File: src/rtl/addsub_chunked.sv
// -----------------------------------------------------------------------------
// addsub_chunked
//   Multi-cycle two's-complement adder/subtractor. Each accepted operation is
//   processed CHUNK bits per clock, LSB slice first, with a registered carry
//   between slices. It is the shared add/sub resource beside the multiplier and
//   divider datapaths.
//
// Parameters
//   WIDTH    operand/result width (multiple of CHUNK, >= 2)
//   CHUNK    bits processed per clock (1..WIDTH)
//
// Ports
//   clk       in   clock, rising edge
//   rst       in   synchronous reset, active-high
//   start     in   request an operation (accepted only while idle)
//   op        in   0 = a + b, 1 = a - b (sampled with start)
//   a, b      in   operands (sampled with start)
//   busy      out  operation in progress
//   done      out  one-cycle pulse: result and flags just updated
//   result    out  sum/difference modulo 2^WIDTH
//   cout      out  carry out of MSB (subtract: 1 = no borrow)
//   overflow  out  signed overflow
//   zero      out  result == 0
//   negative  out  result MSB
// -----------------------------------------------------------------------------
module addsub_chunked #(
  parameter int WIDTH = 16,
  parameter int CHUNK = 4
) (
  input  logic             clk,
  input  logic             rst,
  input  logic             start,
  input  logic             op,
  input  logic [WIDTH-1:0] a,
  input  logic [WIDTH-1:0] b,
  output logic             busy,
  output logic             done,
  output logic [WIDTH-1:0] result,
  output logic             cout,
  output logic             overflow,
  output logic             zero,
  output logic             negative
);

  localparam int NCHUNK = WIDTH / CHUNK;
  localparam int CNT_W  = (NCHUNK > 1) ? $clog2(NCHUNK) : 1;

  typedef enum logic {S_IDLE, S_RUN} state_t;

  state_t             r_state;
  logic [CNT_W-1:0]   r_cnt;
  logic               r_carry;
  logic [WIDTH-1:0]   r_a;
  logic [WIDTH-1:0]   r_b;      // already conditionally inverted for subtract
  logic [WIDTH-1:0]   r_sum;    // working sum, never visible on result

  logic [CHUNK-1:0]   w_a_sl;
  logic [CHUNK-1:0]   w_b_sl;
  logic [CHUNK-1:0]   w_sum_sl;
  logic               w_cout_sl;
  logic [WIDTH-1:0]   w_sum_next;
  logic               w_last;
  logic               w_accept;

  function automatic logic [CHUNK:0] slice_add(input logic [CHUNK-1:0] x,
                                               input logic [CHUNK-1:0] y,
                                               input logic             cin);
    return {1'b0, x} + {1'b0, y} + {{CHUNK{1'b0}}, cin};
  endfunction

  assign w_accept = (r_state == S_IDLE) && start;

  always_comb begin
    w_a_sl                              = r_a[int'(r_cnt)*CHUNK +: CHUNK];
    w_b_sl                              = r_b[int'(r_cnt)*CHUNK +: CHUNK];
    {w_cout_sl, w_sum_sl}               = slice_add(w_a_sl, w_b_sl, r_carry);
    w_sum_next                          = r_sum;
    w_sum_next[int'(r_cnt)*CHUNK +: CHUNK] = w_sum_sl;
    w_last                              = (r_cnt == CNT_W'(NCHUNK - 1));
  end

  // Operand/working-sum registers: pure data, no reset needed.
  always_ff @(posedge clk) begin
    if (w_accept) begin
      r_a   <= a;
      r_b   <= b ^ {WIDTH{op}};
      r_sum <= '0;
    end else if (r_state == S_RUN) begin
      r_sum <= w_sum_next;
    end
  end

  // Control FSM with registered status outputs.
  always_ff @(posedge clk) begin
    if (rst) begin
      r_state  <= S_IDLE;
      r_cnt    <= '0;
      r_carry  <= 1'b0;
      busy     <= 1'b0;
      done     <= 1'b0;
      result   <= '0;
      cout     <= 1'b0;
      overflow <= 1'b0;
      zero     <= 1'b1;
      negative <= 1'b0;
    end else begin
      done <= 1'b0;
      case (r_state)
        S_IDLE: begin
          if (start) begin
            // Subtract is a + ~b + 1: the +1 enters as the initial carry.
            r_carry <= op;
            r_cnt   <= '0;
            busy    <= 1'b1;
            r_state <= S_RUN;
          end
        end
        S_RUN: begin
          r_carry <= w_cout_sl;
          r_cnt   <= r_cnt + 1'b1;
          if (w_last) begin
            result   <= w_sum_next;
            cout     <= w_cout_sl;
            // Same-sign operands producing a differently-signed sum.
            overflow <= (r_a[WIDTH-1] == r_b[WIDTH-1]) &&
                        (w_sum_sl[CHUNK-1] != r_a[WIDTH-1]);
            zero     <= (w_sum_next == '0);
            negative <= w_sum_next[WIDTH-1];
            done     <= 1'b1;
            busy     <= 1'b0;
            r_state  <= S_IDLE;
          end
        end
        default: r_state <= S_IDLE;
      endcase
    end
  end

endmodule
File: config.mk
export PLATFORM = sky130hd
export DESIGN_NAME = addsub_chunked
export DESIGN_NICKNAME = d
export VERILOG_FILES = /design/src/rtl/addsub_chunked.sv
export SDC_FILE = /design/constraint.sdc
export NUM_CORES = 1
export LEC_CHECK = 0
export ABC_CLOCK_PERIOD_IN_PS = 4550
export BUFFER_PORTS_ARGS = -buffer_cell sky130_fd_sc_hd__buf_2
export CAP_MARGIN = 15
export CORE_MARGIN = 4
export CORE_UTILIZATION = 40
export CTS_BUF_LIST = sky130_fd_sc_hd__clkbuf_4 sky130_fd_sc_hd__clkbuf_8
export DETAILED_ROUTE_END_ITERATION = 6
export GPL_TIMING_DRIVEN = 0
export PLACE_DENSITY = 0.68
export SYNTH_ARGS = -nofsm -noshare
export SYNTH_HDL_FRONTEND = slang
export SYNTH_SLANG_ARGS = --single-unit
File: constraint.sdc
create_clock -name clk -period 4.55 [get_ports clk]
set_input_delay 1.1375 -clock clk [delete_from_list [all_inputs] [get_ports clk]]
set_output_delay 1.1375 -clock clk [all_outputs]
set_load 0.01 [all_outputs]
==> summary.txt, run 1 <==
status -> completed
synthesized cell area -> 0.00334 sq mm
drt drc -> 0
total number of vias -> 2346
# rows -> 33
grt total ovfl -> 0
Placer Congestion -> 0.872
fmax -> 265 MHz
Post-synth EDFFs -> 32
Critical Path End Type -> flop
Slew HR -> 41.5%
CTS Root Cell -> clkbuf_8
Slowest-stage cell, CP -> mux4_2
initial DRC count -> 125
Die H -> 99.4 um
antenna violations before repair -> 0
VDD IR max -> 0.171 mV
Final Util -> 48.7%
Placed Cells -> 452
CTS sink count -> 73
Hold Path End -> r_sum[13]
Worst Setup Path Type -> flop to flop
final WL -> 6860 um
post-cts resize count -> 0
CP bufs+invs -> 2
most frequent cells in the layout -> buf_2, dfxtp_1, nor2_1
Final Non-Filler Cells -> 468
endpoints failing hold -> 0
skew final -> 13.2 ps
Initial DRT Pass Iterations -> 4
Clock Tree Buf Depth -> 2
end of the worst register-to-register path -> zero
total CTS buffers -> 9
setup TNS -> 0 ps
synthesized instance count -> 292
Sw Ratio -> 25.5%
Switch Pwr -> 382 uW
worst-skew pair later-pin latency -> 340 ps
Synth Net Count -> 339
count of final setup violators -> 0
Worst Hold Path Cells -> 2
Yosys top cell area share -> 28.8%
H-tree levels -> 3
Final Max Slew Viols -> 0
first-pass GRT wire length -> 11400 um
reg2reg setup slack -> 780 ps
sequential share of the synthesized area -> 53.4%
register bit total from synthesis -> 73
PwrDens -> 377 mW/mm^2
type of the most critical hold path -> flop to flop
delay-heaviest family, CP -> simple AND/OR/NAND/NOR gates
CTS tree -> yes
WP data required -> 4810 ps
Reg-to-Reg Start -> r_cnt[0]
sequential power share -> 48.6%
vias per inst -> 5.01
Critical Path Max Stage Delay -> 580 ps
Initial Util -> 40.8%
RSZ-0062 raised after global routing -> no
Detail Route Antenna Nets -> 0
Critical Path Fanout Max -> 10
fin nets -> 405
commonest non-fill, non-tap cell in the layout -> buf_2
Pint -> 1120 uW
LEAKAGE -> 0.00156 uW
Gate power share -> 13.6%
Area contributors post-synth -> edfxtp_1, dfxtp_1, mux4_2, xor2_1, nor2_1
Period Utilization, post-route -> 82.8%
Area Overhead vs Synth -> 19.1%
hold buffer count at cts -> 0
Core ar. -> 0.00818 sq mm
mean routed wirelength per cell -> 14.7 um
Die Area -> 0.00987 sq mm
area leader, netlist -> edfxtp_1
Top cell by count, worst path -> fa_1
Post-CTS Setup Inserts -> 0
Main synth FF type -> dfxtp_1
max cap viols -> 0
number of global-route vias before repair -> 2436
Post-synth ARST share -> 0%
CP arrival -> 4030 ps
Syn Area/Cell -> 11.4 sq um
die width -> 99.4 um
Cell Area, Placed -> 0.00375 sq mm
post-DP HPWL -> 5130 um
Clk pin slew, worst setup/hold paths -> 80 ps
Diodes inserted -> 0
Ports -> 58
CP Cell Sequence -> buf_2, mux4_2, fa_1, inv_1, fa_1, xor2_2, a2bb2oi_2, nand4_1, or4_1, o31ai_1
Ys Warns -> 0
r2r worst-path depth -> 10
Worst Tran Pin Value -> 875 ps
fillers -> 761
Total GRT Usage -> 14.6%
CP Launch Type -> flop
Clk pwr share -> 37.8%
Finished Cell Area -> 0.00398 sq mm
post-synth cell types -> 51
worst hold path startpoint -> r_sum[13]
layout cells sized above 1 -> 26.2%
largest net degree at the start of global routing -> 34
Final min period -> 3770 ps
I/O Buffers -> 55
-- cell families after synthesis --
| group | synth area share (%) |
|---|---|
| mux | 7.19 |
| fa+ha+maj | 4.57 |
| flops | 53.4 |
| xor+xnor | 4.68 |
| buf+inv | 4.53 |
| simple gates | 14.0 |
| compound gates | 11.7 |
-- sequential cells by signal, indices dropped and copies added, names as in the netlist --
| signal | flops |
|---|---|
| r_a | 16 |
| r_b | 16 |
| r_sum | 16 |
| result | 16 |
| r_cnt | 2 |
| busy | 1 |
| cout | 1 |
| done | 1 |
| overflow | 1 |
| r_carry | 1 |
| r_state | 1 |
| zero | 1 |
-- metal layers --
layer / up-vias / global-route usage (%) / part of all wire (%)
met5: - / 0 / 0
met4: 0 / 6.93 / 1.4
met3: 8 / 3.30 / 5.7
met2: 76 / 23.4 / 47
met1: 1077 / 18.8 / 46
li1: 1185 / - / -
-- metrics by stage --
| step | power, uW | setup WS [ps] | hold slack [ps] |
|---|---|---|---|
| 6_report | 1500 | 782 | 472 |
| 3_3_place_gp | 944 | 525 | 458 |
| 5_1_grt | 1560 | 500 | 506 |
| 4_1_cts | 1510 | 722 | 475 |
| 3_5_place_dp | 949 | 740 | 463 |
| 2_1_floorplan | 885 | 1250 | 444 |
-- worst register-to-register path, stage by stage, from the launching register on --
cell and delay (ps):
dfxtp_1 520, buf_2 400, mux4_2 580, fa_1 430, inv_1 80, fa_1 220
xor2_2 320, a2bb2oi_2 230, nand4_1 130, or4_1 540, o31ai_1 240
-- power by group through the flow --
stage	Sequential, uW	Combinational (uW)	Clock (uW)
after global placement	744	200	0
after detailed placement	745	204	0
after floorplan	742	143	0
after CTS	730	205	580
final	729	204	566
after global routing	733	225	606
-- synthesized netlist by cell type, types with 2 or more instances --
cell and number:
inv_1 17, a211oi_1 10, nand2b_1 7, dfxtp_1 41, o32ai_1 4, buf_1 3, buf_4 2, xor2_1 16
and2b_1 2, a21oi_1 5, a31oi_1 2, ha_1 9, nor2_1 34, fa_1 2, edfxtp_1 32, o31ai_1 9
mux2i_1 6, nor3_1 14, o22ai_1 5, a41oi_1 2, mux4_2 8, nor2b_1 7, a31oi_2 2, or4_1 2
nand2_1 11, buf_2 2, clkbuf_1 10, nand3b_1 2, o21ai_0 2, nand3_1 3
-- final cells by class --
class	count	area, sq um	area share [%]
flip-flops and latches	73	1780	44.8
multi-input cells	184	1410	35.5
repair buffers	55	275	6.92
well taps	105	131	3.30
clock buffers	9	124	3.11
clock inverters	7	101	2.55
plain buffers	18	87.6	2.20
inverters	17	63.8	1.60
-- worst max-delay path by stage --
stage               slack [ps]  cells past startpoint     end  startpoint
global route               500                     10    zero    r_cnt[0]
global placement           530                      3  r_a[8]       start
detailed placement         740                     10    zero    r_cnt[0]
floorplan                 1250                     10    zero    r_cnt[0]
finish                     780                     10    zero    r_cnt[0]
CTS                        720                     10    zero    r_cnt[0]
Power figures use the tool's default switching activity.
==> run 2: changes to the inputs <==
- ABC_CLOCK_PERIOD_IN_PS: 4550 -> 3800
- clock period: 4.55 -> 3.8 ns (I/O delays scaled with it)
==> run 2 against run 1 <==
- clock skew is essentially flat
- first-iteration DRC count shrank 14%
- critical path depth is the same
- maximum frequency grew 6.3%
- setup slack lost 530 ps
- combinational power grew 20%
- clock power grew 20%
- largest cell class unchanged
- largest power group unchanged
- highest routed layer unchanged
==> summary.txt, run 2 (synthesis gave the netlist of run 1 again) <==
Critical Path Fanout Max -> 10
H-tree levels -> 3
WP data required -> 4060 ps
Final min period -> 3550 ps
reg2reg setup slack -> 250 ps
initial DRC count -> 107
CTS Root Cell -> clkbuf_8
status -> completed
Initial Util -> 40.8%
CP Cell Sequence -> buf_4, mux4_2, fa_1, inv_1, fa_1, xor2_2, a2bb2oi_2, nand4_1, or4_1, o31ai_1
Hold Slack -> 472 ps
I/O Buffers -> 55
Critical Path End Type -> flop
Initial DRT Pass Iterations -> 5
# rows -> 33
Worst Hold Path Cells -> 2
Placer Congestion -> 0.872
Ports -> 58
Hold Path End -> r_sum[13]
total CTS buffers -> 9
setup slack after layout -> 254 ps
Place WS -> -10.1 ps
CP bufs+invs -> 2
type of the most critical hold path -> flop to flop
fin nets -> 405
Total GRT Usage -> 14.6%
Critical Path Max Stage Delay -> 550 ps
Detail Route Antenna Nets -> 0
VDD IR max -> 0.204 mV
total number of vias -> 2358
layout cells sized above 1 -> 26.4%
post-DP HPWL -> 5130 um
antenna violations before repair -> 0
mean routed wirelength per cell -> 14.7 um
Die Area -> 0.00987 sq mm
max cap viols -> 0
delay-heaviest family, CP -> simple AND/OR/NAND/NOR gates
final WL -> 6890 um
die width -> 99.4 um
commonest non-fill, non-tap cell in the layout -> buf_2
worst-skew pair later-pin latency -> 340 ps
Reg-to-Reg Start -> r_cnt[0]
worst hold path startpoint -> r_sum[13]
Diodes inserted -> 0
LEAKAGE -> 0.00156 uW
Area Overhead vs Synth -> 19.3%
CTS tree -> yes
PwrDens -> 451 mW/mm^2
fmax -> 282 MHz
number of global-route vias before repair -> 2442
Worst Tran Pin Value -> 878 ps
RSZ-0062 raised after global routing -> no
grt total ovfl -> 0
skew final -> 12.9 ps
Die H -> 99.4 um
end of the worst register-to-register path -> zero
count of final setup violators -> 0
Final Max Slew Viols -> 0
Top cell by count, worst path -> fa_1
r2r worst-path depth -> 10
endpoints failing hold -> 0
Post-CTS Setup Inserts -> 0
most frequent cells in the layout -> buf_2, dfxtp_1, nor2_1
Clock Tree Buf Depth -> 2
Period Utilization, post-route -> 93.3%
Core ar. -> 0.00818 sq mm
Worst Setup Path Type -> flop to flop
vias per inst -> 5.04
first-pass GRT wire length -> 11400 um
largest net degree at the start of global routing -> 34
CP Launch Type -> flop
hold buffer count at cts -> 0
Slew HR -> 41.3%
CTS sink count -> 73
drt drc -> 0
CP arrival -> 3810 ps
fillers -> 760
Final Util -> 48.7%
Clk pin slew, worst setup/hold paths -> 80 ps
Slowest-stage cell, CP -> mux4_2
[run 2: cell types whose count changed in the layout (fill, tap and decap cells not counted)]
cell / change
buf_2: -1
buf_4: +1
dfxtp_1: -1
dfxtp_2: +1
[run 2: how the worst max path moves through the flow]
stage | from | endpoint | slack [ps] | cells after the start
finish | r_cnt[0] | zero | 250 | 10
floorplan | r_cnt[0] | zero | 500 | 10
global placement | start | r_a[8] | -40 | 3
detailed placement | r_cnt[0] | zero | -10 | 10
global route | r_cnt[0] | zero | 10 | 10
CTS | r_cnt[0] | zero | 90 | 10
[run 2: report_power, final]
group          leakage [uW]  internal [uW]  switching [uW]
clock network      0.000106            375             302
registers          0.000637            859            14.2
logic              0.000817            104             140
[run 2: area by class of cell]
type                            instances  area, sq um  share of cell area, %
Tap cell                              105          131                   3.30
Inverter                               17         63.8                   1.60
Buffer                                 18         90.1                   2.26
Multi-Input combinational cell        184         1410                   35.5
Clock inverter                          7          101                   2.54
Timing Repair Buffer                   55          275                   6.91
Clock buffer                            9          124                   3.11
Sequential cell                        73         1780                   44.8
[run 2: layer usage]
metal	GRT usage (%)	routed length, um
met5	0	0
met2	23.5	3310
met4	6.93	133
met3	3.30	394
met1	18.8	3050
[run 2: worst reg2reg max path: cells and delay by family (launching register included)]
kind / cells / cell delay [ps]
buffers and inverters: 2 / 350
multiplexers: 1 / 560
AND/OR/NAND/NOR: 2 / 670
flip-flops: 1 / 440
AO/OA/AOI/OAI: 2 / 470
adder cells (fa/ha/maj): 2 / 650
XOR/XNOR: 1 / 330
[run 2: through the flow]
step | instance area, sq um | setup TNS (ps) | instances | power (uW)
floorplan | 3340 | 0 | 292 | 1060
global placement | 3750 | -1150 | 452 | 1130
detailed placement | 3750 | -10.1 | 452 | 1140
CTS | 3980 | 0 | 468 | 1810
global route | 3980 | 0 | 468 | 1870
finish | 3980 | 0 | 468 | 1800
[run 2: timing repair]
action | CTS | global route
endpoints found under the hold margin | 0 | 0
resized for setup | 1 | 1
endpoints found under the setup margin | 1 | 1
pin swaps | 0 | 0
